[src/rtl/sub_arb_pkg.sv]
// Shared types for the round-robin add/sub arbiter.
// FSM states and op encodings used by the top and the datapath.
package sub_arb_pkg;

    typedef enum logic [1:0] {
        IDLE = 2'd0,
        EXEC = 2'd1,
        HOLD = 2'd2
    } state_t;

    localparam logic OP_ADD = 1'b0;
    localparam logic OP_SUB = 1'b1;

endpackage

[src/rtl/addsub_unit.sv]
// Shared combinational add/subtract datapath.
// flag is the carry-out on add, the unsigned borrow on subtract.
module addsub_unit
    import sub_arb_pkg::*;
#(
    parameter int DATA_WIDTH = 32
) (
    input  logic                  op,
    input  logic [DATA_WIDTH-1:0] a,
    input  logic [DATA_WIDTH-1:0] b,
    output logic [DATA_WIDTH-1:0] result,
    output logic                  flag
);

    logic [DATA_WIDTH:0] wide;

    // One extra bit holds the carry/borrow of the unsigned operation.
    always_comb begin
        wide = '0;
        if (op == OP_SUB) begin
            wide = {1'b0, a} - {1'b0, b};
        end else begin
            wide = {1'b0, a} + {1'b0, b};
        end
    end

    assign result = wide[DATA_WIDTH-1:0];
    assign flag   = wide[DATA_WIDTH];

endmodule

[src/rtl/sub_rr_arbiter.sv]
// Round-robin arbiter sharing one add/sub unit among NUM_REQ lanes.
// Grant, execute, then hold the result until the consumer pops it.
module sub_rr_arbiter
    import sub_arb_pkg::*;
#(
    parameter int DATA_WIDTH = 32,
    parameter int NUM_REQ    = 4,
    parameter int ID_W       = $clog2(NUM_REQ)
) (
    input  logic                          clock,
    input  logic                          reset,
    input  logic [NUM_REQ-1:0]            req_valid,
    input  logic [NUM_REQ-1:0]            req_sub,
    input  logic [NUM_REQ*DATA_WIDTH-1:0] req_op1,
    input  logic [NUM_REQ*DATA_WIDTH-1:0] req_op2,
    output logic [NUM_REQ-1:0]            req_ready,
    output logic                          res_valid,
    output logic [DATA_WIDTH-1:0]         res_data,
    output logic [ID_W-1:0]               res_id,
    output logic                          res_flag,
    input  logic                          res_rd_en,
    output logic                          busy
);

    // {found, index}: first valid lane scanning upward from ptr.
    function automatic logic [ID_W:0] rr_pick(
        input logic [NUM_REQ-1:0] v,
        input logic [ID_W-1:0]    ptr
    );
        logic [ID_W:0] res;
        int            j;
        res = '0;
        for (int i = NUM_REQ - 1; i >= 0; i--) begin
            j = int'(ptr) + i;
            if (j >= NUM_REQ) begin
                j = j - NUM_REQ;
            end
            if (v[j]) begin
                res = {1'b1, ID_W'(j)};
            end
        end
        return res;
    endfunction

    state_t                state_q;
    state_t                state_d;
    logic [ID_W-1:0]       rr_ptr_q;
    logic [DATA_WIDTH-1:0] op1_q;
    logic [DATA_WIDTH-1:0] op2_q;
    logic                  sub_q;
    logic [ID_W-1:0]       id_q;

    logic [ID_W:0]         pick;
    logic                  grant_any;
    logic [ID_W-1:0]       grant_id;
    logic [ID_W-1:0]       ptr_next;
    logic                  grant_fire;
    logic                  pop;

    logic [DATA_WIDTH-1:0] alu_result;
    logic                  alu_flag;

    assign pick      = rr_pick(req_valid, rr_ptr_q);
    assign grant_any = pick[ID_W];
    assign grant_id  = pick[ID_W-1:0];
    assign busy      = (state_q != IDLE);

    always_comb begin
        ptr_next = grant_id + 1'b1;
        if (grant_id == ID_W'(NUM_REQ - 1)) begin
            ptr_next = '0;
        end
    end

    always_ff @(posedge clock or negedge reset) begin
        if (!reset) begin
            state_q <= IDLE;
        end else begin
            state_q <= state_d;
        end
    end

    always_comb begin
        state_d    = state_q;
        req_ready  = '0;
        grant_fire = 1'b0;
        pop        = 1'b0;
        unique case (state_q)
            IDLE: begin
                if (grant_any) begin
                    req_ready[grant_id] = 1'b1;
                    grant_fire          = 1'b1;
                    state_d             = EXEC;
                end
            end
            EXEC: begin
                state_d = HOLD;
            end
            HOLD: begin
                if (res_rd_en) begin
                    pop     = 1'b1;
                    state_d = IDLE;
                end
            end
            default: begin
                state_d = IDLE;
            end
        endcase
    end

    // Operand latch and pointer advance happen only on the grant edge.
    always_ff @(posedge clock or negedge reset) begin
        if (!reset) begin
            rr_ptr_q <= '0;
            op1_q    <= '0;
            op2_q    <= '0;
            sub_q    <= OP_ADD;
            id_q     <= '0;
        end else if (grant_fire) begin
            rr_ptr_q <= ptr_next;
            op1_q    <= req_op1[grant_id*DATA_WIDTH +: DATA_WIDTH];
            op2_q    <= req_op2[grant_id*DATA_WIDTH +: DATA_WIDTH];
            sub_q    <= req_sub[grant_id];
            id_q     <= grant_id;
        end
    end

    addsub_unit #(
        .DATA_WIDTH(DATA_WIDTH)
    ) u_addsub (
        .op    (sub_q),
        .a     (op1_q),
        .b     (op2_q),
        .result(alu_result),
        .flag  (alu_flag)
    );

    always_ff @(posedge clock or negedge reset) begin
        if (!reset) begin
            res_valid <= 1'b0;
            res_data  <= '0;
            res_id    <= '0;
            res_flag  <= 1'b0;
        end else if (state_q == EXEC) begin
            res_valid <= 1'b1;
            res_data  <= alu_result;
            res_id    <= id_q;
            res_flag  <= alu_flag;
        end else if (pop) begin
            res_valid <= 1'b0;
        end
    end

endmodule
[config.mk]
export PLATFORM = sky130hd
export DESIGN_NAME = sub_rr_arbiter
export DESIGN_NICKNAME = d
export VERILOG_FILES = /design/src/rtl/sub_arb_pkg.sv /design/src/rtl/addsub_unit.sv /design/src/rtl/sub_rr_arbiter.sv
export SDC_FILE = /design/constraint.sdc
export NUM_CORES = 1
export LEC_CHECK = 0
export CAP_MARGIN = 40
export CORE_UTILIZATION = 40
export DETAILED_ROUTE_END_ITERATION = 8
export HOLD_SLACK_MARGIN = 0.15
export PLACE_DENSITY = 0.82
export SYNTH_ARGS = -nofsm -noshare
export SYNTH_HDL_FRONTEND = slang
export SYNTH_SLANG_ARGS = --single-unit
[constraint.sdc]
create_clock -name clock -period 8.9 [get_ports clock]
set_input_delay 1.78 -clock clock [delete_from_list [all_inputs] [get_ports clock]]
set_output_delay 1.78 -clock clock [all_outputs]
set_load 0.01 [all_outputs]
==> results.py, run 1 <==
metrics = {
    "routing": {
        "drc": 0,
        "wl_met3_mm": 1.50,
        "num_vias": 9342,
        "wl_mm": 28.7,
        "wl_met1_mm": 12.7,
        "ant_nets": 0,
        "vias_per_cell": 5.29,
        "first_iter_violations": 703,
        "dr.pass1.iters": 5,
        "met2_length_mm": 13.9,
        "wl_per_cell_um": 16.3,
        "highest_layer": "met4",
    },
    "timing": {
        "setup_violations": 0,
        "tns_ns": 0,
        "grt_setup_unrepaired": "no",
        "final_max_slew_viol_count": 0,
        "finalCritPeriodShare_pct": 66.8,
        "clock_skew_ns": 0.00769,
        "hold_viol": 0,
        "whs_ns": 0.475,
        "tightest_slew_ns": 0.905,
        "relSlewSlack_pct": 39.7,
        "period_minus_slack_ns": 5.95,
        "clock.fmax_mhz": 168,
    },
    "power_and_ir_drop": {
        "p_leak_nw": 5.29,
        "p_int_mw": 2.54,
        "combPwrFrac_pct": 72.7,
        "p_sw_mw": 2.67,
        "p_per_area_nw_per_um2": 429,
        "irDropWorstVdd_mv": 0.214,
        "p_total_mw": 5.21,
        "pwr-share-seq_pct": 19.0,
        "power.share.switching_pct": 51.3,
        "p_clk_share_pct": 8.3,
    },
    "floorplanning": {
        "die_w_um": 148,
        "coreArea_um2": 21000,
        "rows": 53,
        "initial_core_util_pct": 40.6,
        "ios": 308,
        "die_y_um": 148,
        "die_area_um2": 21900,
    },
    "critical_path": {
        "r2r-end": "res_data[29]",
        "critPathKind": "in2out",
        "crit_fanout": 21,
        "rr_worst_depth": 15,
        "worstSetupEndpointType": "primary output",
        "reg2reg_from": "op2_q[0]",
        "cp.required_ns": 7.12,
        "rrSetupSlack_ns": 4.63,
        "startpoint": "req_valid[0]",
        "cp-start-kind": "input port",
        "cp.arrival_ns": 4.17,
        "endpoint": "req_ready[0]",
    },
    "global_route": {
        "overflow": 0,
        "grt_pass1_vias": 8762,
        "grt_max_degree": 107,
        "grt_usage_pct": 26.8,
        "antenna_found_initial": 0,
        "grt_pass1_wl_mm": 46.0,
    },
    "synthesis": {
        "ys_async_sr_fraction_pct": 100,
        "synthFlopType": "dfrtp_1",
        "ys_seq_area_share_pct": 31.4,
        "synth.net_count": 1539,
        "syn_inst": 1234,
        "syn_area_per_cell_um2": 6.90,
        "synth-edff-count": 0,
        "netlist-cell-type-count": 65,
        "synth_area_um2": 8520,
        "synth-seq-cells": 107,
        "yosys_warnings": 0,
    },
    "cts": {
        "hold_buffers": 0,
        "path_clk_slew_ns": 0.07,
        "ctsHtreeMaxLevel": 3,
        "post_cts_buffers": 0,
        "cts_made_buffers": 9,
        "clk-insertion-delay-late_ns": 0.36,
        "clockBufferDepth": 2,
        "cts.sinks": 107,
        "ctsRootBufferMaster": "clkbuf_16",
        "tritoncts": "yes",
        "cts_resized": 0,
    },
    "flow_run": {
        "drv_cap": 0,
    },
    "final_layout": {
        "multi_input_area_um2": 5480,
        "layout_common_cells": "439 x nand2_1, 306 x clkdlybuf4s50_1, 163 x o21ai_0",
        "stdcell_area_um2": 12100,
        "n_antenna_cell": 0,
        "fillers": 2017,
        "syn_to_final_growth_pct": 42.6,
        "fin_nets": 1790,
        "final_common_cell": "nand2_1",
        "ff_latch_area_um2": 2680,
        "final_util_pct": 58.0,
        "drive_gt1_share_pct": 3.42,
    },
    "min_path": {
        "hp-class": "reg2reg",
        "holdPathStages": 2,
    },
    "place": {
        "hpwl_mm": 23.1,
        "io_buffers": 307,
        "gp_congestion": 0.952,
        "placed_area_um2": 11800,
    },
    "outcome": {
        "status": "complete, no violations",
    },
}
## cells in the mapped netlist, types with 3 or more instances
cell type | number | area [um2]
o21ai_1 | 4 | 20.0
a211oi_1 | 3 | 22.5
a31oi_1 | 6 | 37.5
nand4_1 | 11 | 68.8
nand2b_1 | 5 | 31.3
a21oi_1 | 51 | 255
o211ai_1 | 3 | 22.5
o2111ai_1 | 3 | 26.3
buf_2 | 16 | 80.1
inv_1 | 14 | 52.6
or2_2 | 3 | 18.8
nor2b_1 | 6 | 37.5
xor2_1 | 8 | 70.1
and2_1 | 11 | 68.8
nand2_1 | 439 | 1650
nand3_1 | 86 | 430
nor3_1 | 17 | 85.1
o21ai_0 | 163 | 816
and3_1 | 5 | 31.3
mux2i_1 | 3 | 30.0
ha_1 | 37 | 463
nor2_1 | 43 | 161
xnor2_1 | 43 | 377
a21o_1 | 15 | 113
o31ai_1 | 5 | 37.5
nor4_1 | 11 | 68.8
a221o_1 | 4 | 40.0
dfrtp_1 | 107 | 2680
or3_1 | 4 | 25.0
clkbuf_1 | 60 | 225
nor3b_1 | 5 | 37.5
## layout make-up
type	count	share of cell area, %
Clock buffer	12	2.19
Clock inverter	4	0.463
Sequential cell	107	22.0
Timing Repair Buffer	319	26.8
Inverter	16	0.515
Tap cell	275	2.83
Multi-Input combinational cell	1032	45.1
## critical path, cell delays in order
cell	delay [ns]
clkdlybuf4s50_1	0.48
mux2i_1	0.16
nor2_1	0.06
nor3_2	0.18
buf_4	0.26
clkinv_1	0.32
ha_1	0.31
and2_1	0.14
clkdlybuf4s50_1	0.47
## cells by family (layout without fill, tap and decap cells)
kind of cell | count (synthesis) | after routing | synth area share (%)
AOI/OAI and AO/OA | 282 | 282 | 19.7
xor gates and xnor gates | 51 | 51 | 5.24
adders and majority gates | 38 | 38 | 5.67
buffers and inverters | 95 | 351 | 4.44
DFF | 107 | 107 | 31.4
muxes | 3 | 3 | 0.353
and+or+nand+nor | 658 | 658 | 33.2
## registers in the layout, summed over array words and instances, names as in the netlist
name	cells
id_q	2
op1_q	32
op2_q	32
res_data	32
res_flag	1
res_id	2
res_valid	1
rr_ptr_q	2
state_q	2
sub_q	1
## per-stage QoR
step / instances / worst slack (ns)
floorplan: 1234 / 3.84
global placement: 1743 / 2.32
detailed placement: 1749 / 2.99
CTS: 1765 / 2.99
global route: 1765 / 2.81
finish: 1765 / 2.95
## routing by layer
metal	vias to the layer above	track usage, %
met1	4271	36.2
met2	323	44.3
met5	-	0
li1	4705	-
met4	0	8.87
met3	43	3.55
## worst min path at each step
stage                     slack (ns)        start     endpoint
after floorplan                 0.44      id_q[0]    res_id[0]
after global placement          0.46    res_id[1]    res_id[1]
after detailed placement        0.46    res_id[1]    res_id[1]
after CTS                       0.48    res_id[1]    res_id[1]
after global routing            0.50  res_data[7]  res_data[7]
final                           0.47    res_id[1]    res_id[1]
## power groups by stage
stage | combinational [mW] | clock [mW] | sequential [mW]
2_1_floorplan | 2.62 | 0 | 0.941
3_3_place_gp | 3.62 | 0 | 0.999
3_5_place_dp | 3.75 | 0 | 0.998
4_1_cts | 3.76 | 0.438 | 0.990
5_1_grt | 4.19 | 0.457 | 1.02
6_report | 3.78 | 0.432 | 0.991
No activity file was read; power rests on OpenSTA's default activity.
==> inputs of run 2 (changes only) <==
==> constraint.sdc (replaced) <==
create_clock -name clock -period 6.2 [get_ports clock]
set_input_delay 1.24 -clock clock [delete_from_list [all_inputs] [get_ports clock]]
set_output_delay 1.24 -clock clock [all_outputs]
set_load 0.01 [all_outputs]
==> results.py, run 2 (synthesis results as in run 1) <==
metrics = {
    "outcome": {
        "status": "complete, no violations",
    },
    "floorplanning": {
        "die_area_um2": 21900,
        "rows": 53,
        "die_w_um": 148,
        "coreArea_um2": 21000,
        "initial_core_util_pct": 40.6,
        "ios": 308,
        "die_y_um": 148,
    },
    "critical_path": {
        "worstPathCellList": "clkdlybuf4s50_1 > a21oi_1 > o21a_1 > o22a_4 > inv_4 > ha_1 > and2_1 > clkdlybuf4s50_1",
        "max_stage_delay_ns": 0.53,
        "rr_worst_depth": 13,
        "reg2reg_from": "op2_q[3]",
        "crit_family": "buffers and inverters",
        "worst-path-buf-inv": 3,
        "r2r-end": "res_data[29]",
        "cp.required_ns": 4.96,
        "worstSetupEndpointType": "primary output",
        "cp-start-kind": "input port",
        "cp.arrival_ns": 3.46,
        "critPathKind": "in2out",
        "crit_slowest_cell": "clkdlybuf4s50_1",
        "cp_common_cell": "clkdlybuf4s50_1",
        "crit_fanout": 33,
        "rrSetupSlack_ns": 1.94,
    },
    "timing": {
        "hold_viol": 0,
        "finalWorstSetupSlack_ns": 1.50,
        "tightest_slew_ns": 0.855,
        "setup_violations": 0,
        "clock.fmax_mhz": 213,
        "clock_skew_ns": 0.00963,
        "tns_ns": 0,
        "grt_setup_unrepaired": "no",
        "finalCritPeriodShare_pct": 75.8,
        "period_minus_slack_ns": 4.70,
        "relSlewSlack_pct": 43.0,
        "final_max_slew_viol_count": 0,
    },
    "final_layout": {
        "stdcell_area_um2": 12100,
        "syn_to_final_growth_pct": 42.3,
        "n_antenna_cell": 0,
        "fillers": 1969,
        "drive_gt1_share_pct": 3.29,
        "top_regs": "op1_q x32, op2_q x32, res_data x32",
        "final_common_cell": "nand2_1",
        "fin_nets": 1791,
        "final_util_pct": 57.8,
        "layout_common_cells": "439 x nand2_1, 306 x clkdlybuf4s50_1, 163 x o21ai_0",
    },
    "cts": {
        "ctsRootBufferMaster": "clkbuf_16",
        "cts_made_buffers": 9,
        "clockBufferDepth": 2,
        "post_cts_buffers": 0,
        "tritoncts": "yes",
        "hold_buffers": 0,
        "ctsHtreeMaxLevel": 3,
        "cts_resized": 0,
        "cts.sinks": 107,
        "path_clk_slew_ns": 0.07,
        "clk-insertion-delay-late_ns": 0.36,
    },
    "min_path": {
        "holdPathStages": 2,
        "hp-class": "reg2reg",
        "hp-start": "id_q[1]",
        "min_to": "res_id[1]",
    },
    "place": {
        "io_buffers": 307,
        "placed_area_um2": 11800,
        "hpwl_mm": 22.9,
        "gp_congestion": 0.923,
        "dp_slack_ns": 1.52,
    },
    "global_route": {
        "grt_max_degree": 112,
        "grt_pass1_wl_mm": 45.1,
        "grt_usage_pct": 26.3,
        "grt_pass1_vias": 8655,
        "antenna_found_initial": 0,
        "overflow": 0,
    },
    "routing": {
        "wl_per_cell_um": 16.1,
        "vias_per_cell": 5.26,
        "first_iter_violations": 510,
        "dr.pass1.iters": 5,
        "num_vias": 9295,
        "wl_mm": 28.4,
        "drc": 0,
        "ant_nets": 0,
    },
    "flow_run": {
        "drv_cap": 0,
    },
    "power_and_ir_drop": {
        "pwr-share-seq_pct": 19.3,
        "p_per_area_nw_per_um2": 613,
        "power.share.switching_pct": 51.4,
        "p_int_mw": 3.61,
        "p_clk_share_pct": 7.8,
        "p_sw_mw": 3.82,
        "combPwrFrac_pct": 72.9,
        "p_leak_nw": 5.27,
        "irDropWorstVdd_mv": 0.299,
    },
}
[run 2: changes by cell type in the layout (fill, tap and decap cells not counted)]
cell,previous run,this run
clkinvlp_4,0,1
clkbuf_8,3,0
buf_4,8,9
clkinv_2,0,1
inv_6,1,0
clkinv_4,2,1
clkbuf_1,0,3
[run 2: per-stage QoR]
stage	hold WS (ns)	power [mW]	std cells
3_5_place_dp	0.454	6.79	1750
2_1_floorplan	0.439	5.11	1234
3_3_place_gp	0.455	6.61	1744
5_1_grt	0.502	8.11	1766
4_1_cts	0.472	7.39	1766
6_report	0.470	7.43	1766
[run 2: worst register-to-register path: stages (launching register included)]
cell	delay, ns
dfrtp_1	0.43
nor4_1	0.66
nand4_1	0.29
nor2_1	0.36
nor2_1	0.09
xnor2_1	0.18
ha_1	0.45
nand2_1	0.08
o21ai_0	0.27
nor2_1	0.14
a21oi_1	0.37
nand4b_1	0.26
o2111a_1	0.30
a221o_1	0.25
[run 2: worst max-delay path by stage]
| stage | from | endpoint | slack [ns] | cells past startpoint |
|---|---|---|---|---|
| 2_1_floorplan | req_valid[2] | req_ready[0] | 2.22 | 7 |
| 3_3_place_gp | req_valid[0] | req_ready[0] | 1.53 | 8 |
| 3_5_place_dp | req_valid[0] | req_ready[0] | 1.52 | 8 |
| 4_1_cts | req_valid[0] | req_ready[1] | 1.51 | 8 |
| 5_1_grt | req_valid[0] | req_ready[0] | 1.37 | 8 |
| 6_report | req_valid[0] | req_ready[1] | 1.50 | 8 |
[run 2: area by class of cell]
class / count / area, um2 / share of cell area [%]
multi-input combinational: 1032 / 5480 / 45.2
timing repair buffer: 320 / 3270 / 27.0
sequential: 107 / 2680 / 22.1
tap: 275 / 344 / 2.84
clock buffer: 12 / 236 / 1.95
inverter: 16 / 62.6 / 0.516
clock inverter: 4 / 51.3 / 0.423
[run 2: power groups by stage]
stage          combinational [mW]  clock (mW)  sequential [mW]
3_3_place_gp                 5.16           0             1.45
2_1_floorplan                3.76           0             1.35
6_report                     5.42       0.577             1.43
4_1_cts                      5.38       0.586             1.43
5_1_grt                      6.01       0.615             1.48
3_5_place_dp                 5.35           0             1.44
[run 2: routing by layer]
layer  track usage, %  vias to the layer above  routed length [um]
met5                0                        -                   0
met4             9.12                        0                 718
met3             4.01                       45                1520
met2             44.2                      306               13800
met1             34.3                     4240               12400
li1                 -                     4704                   -
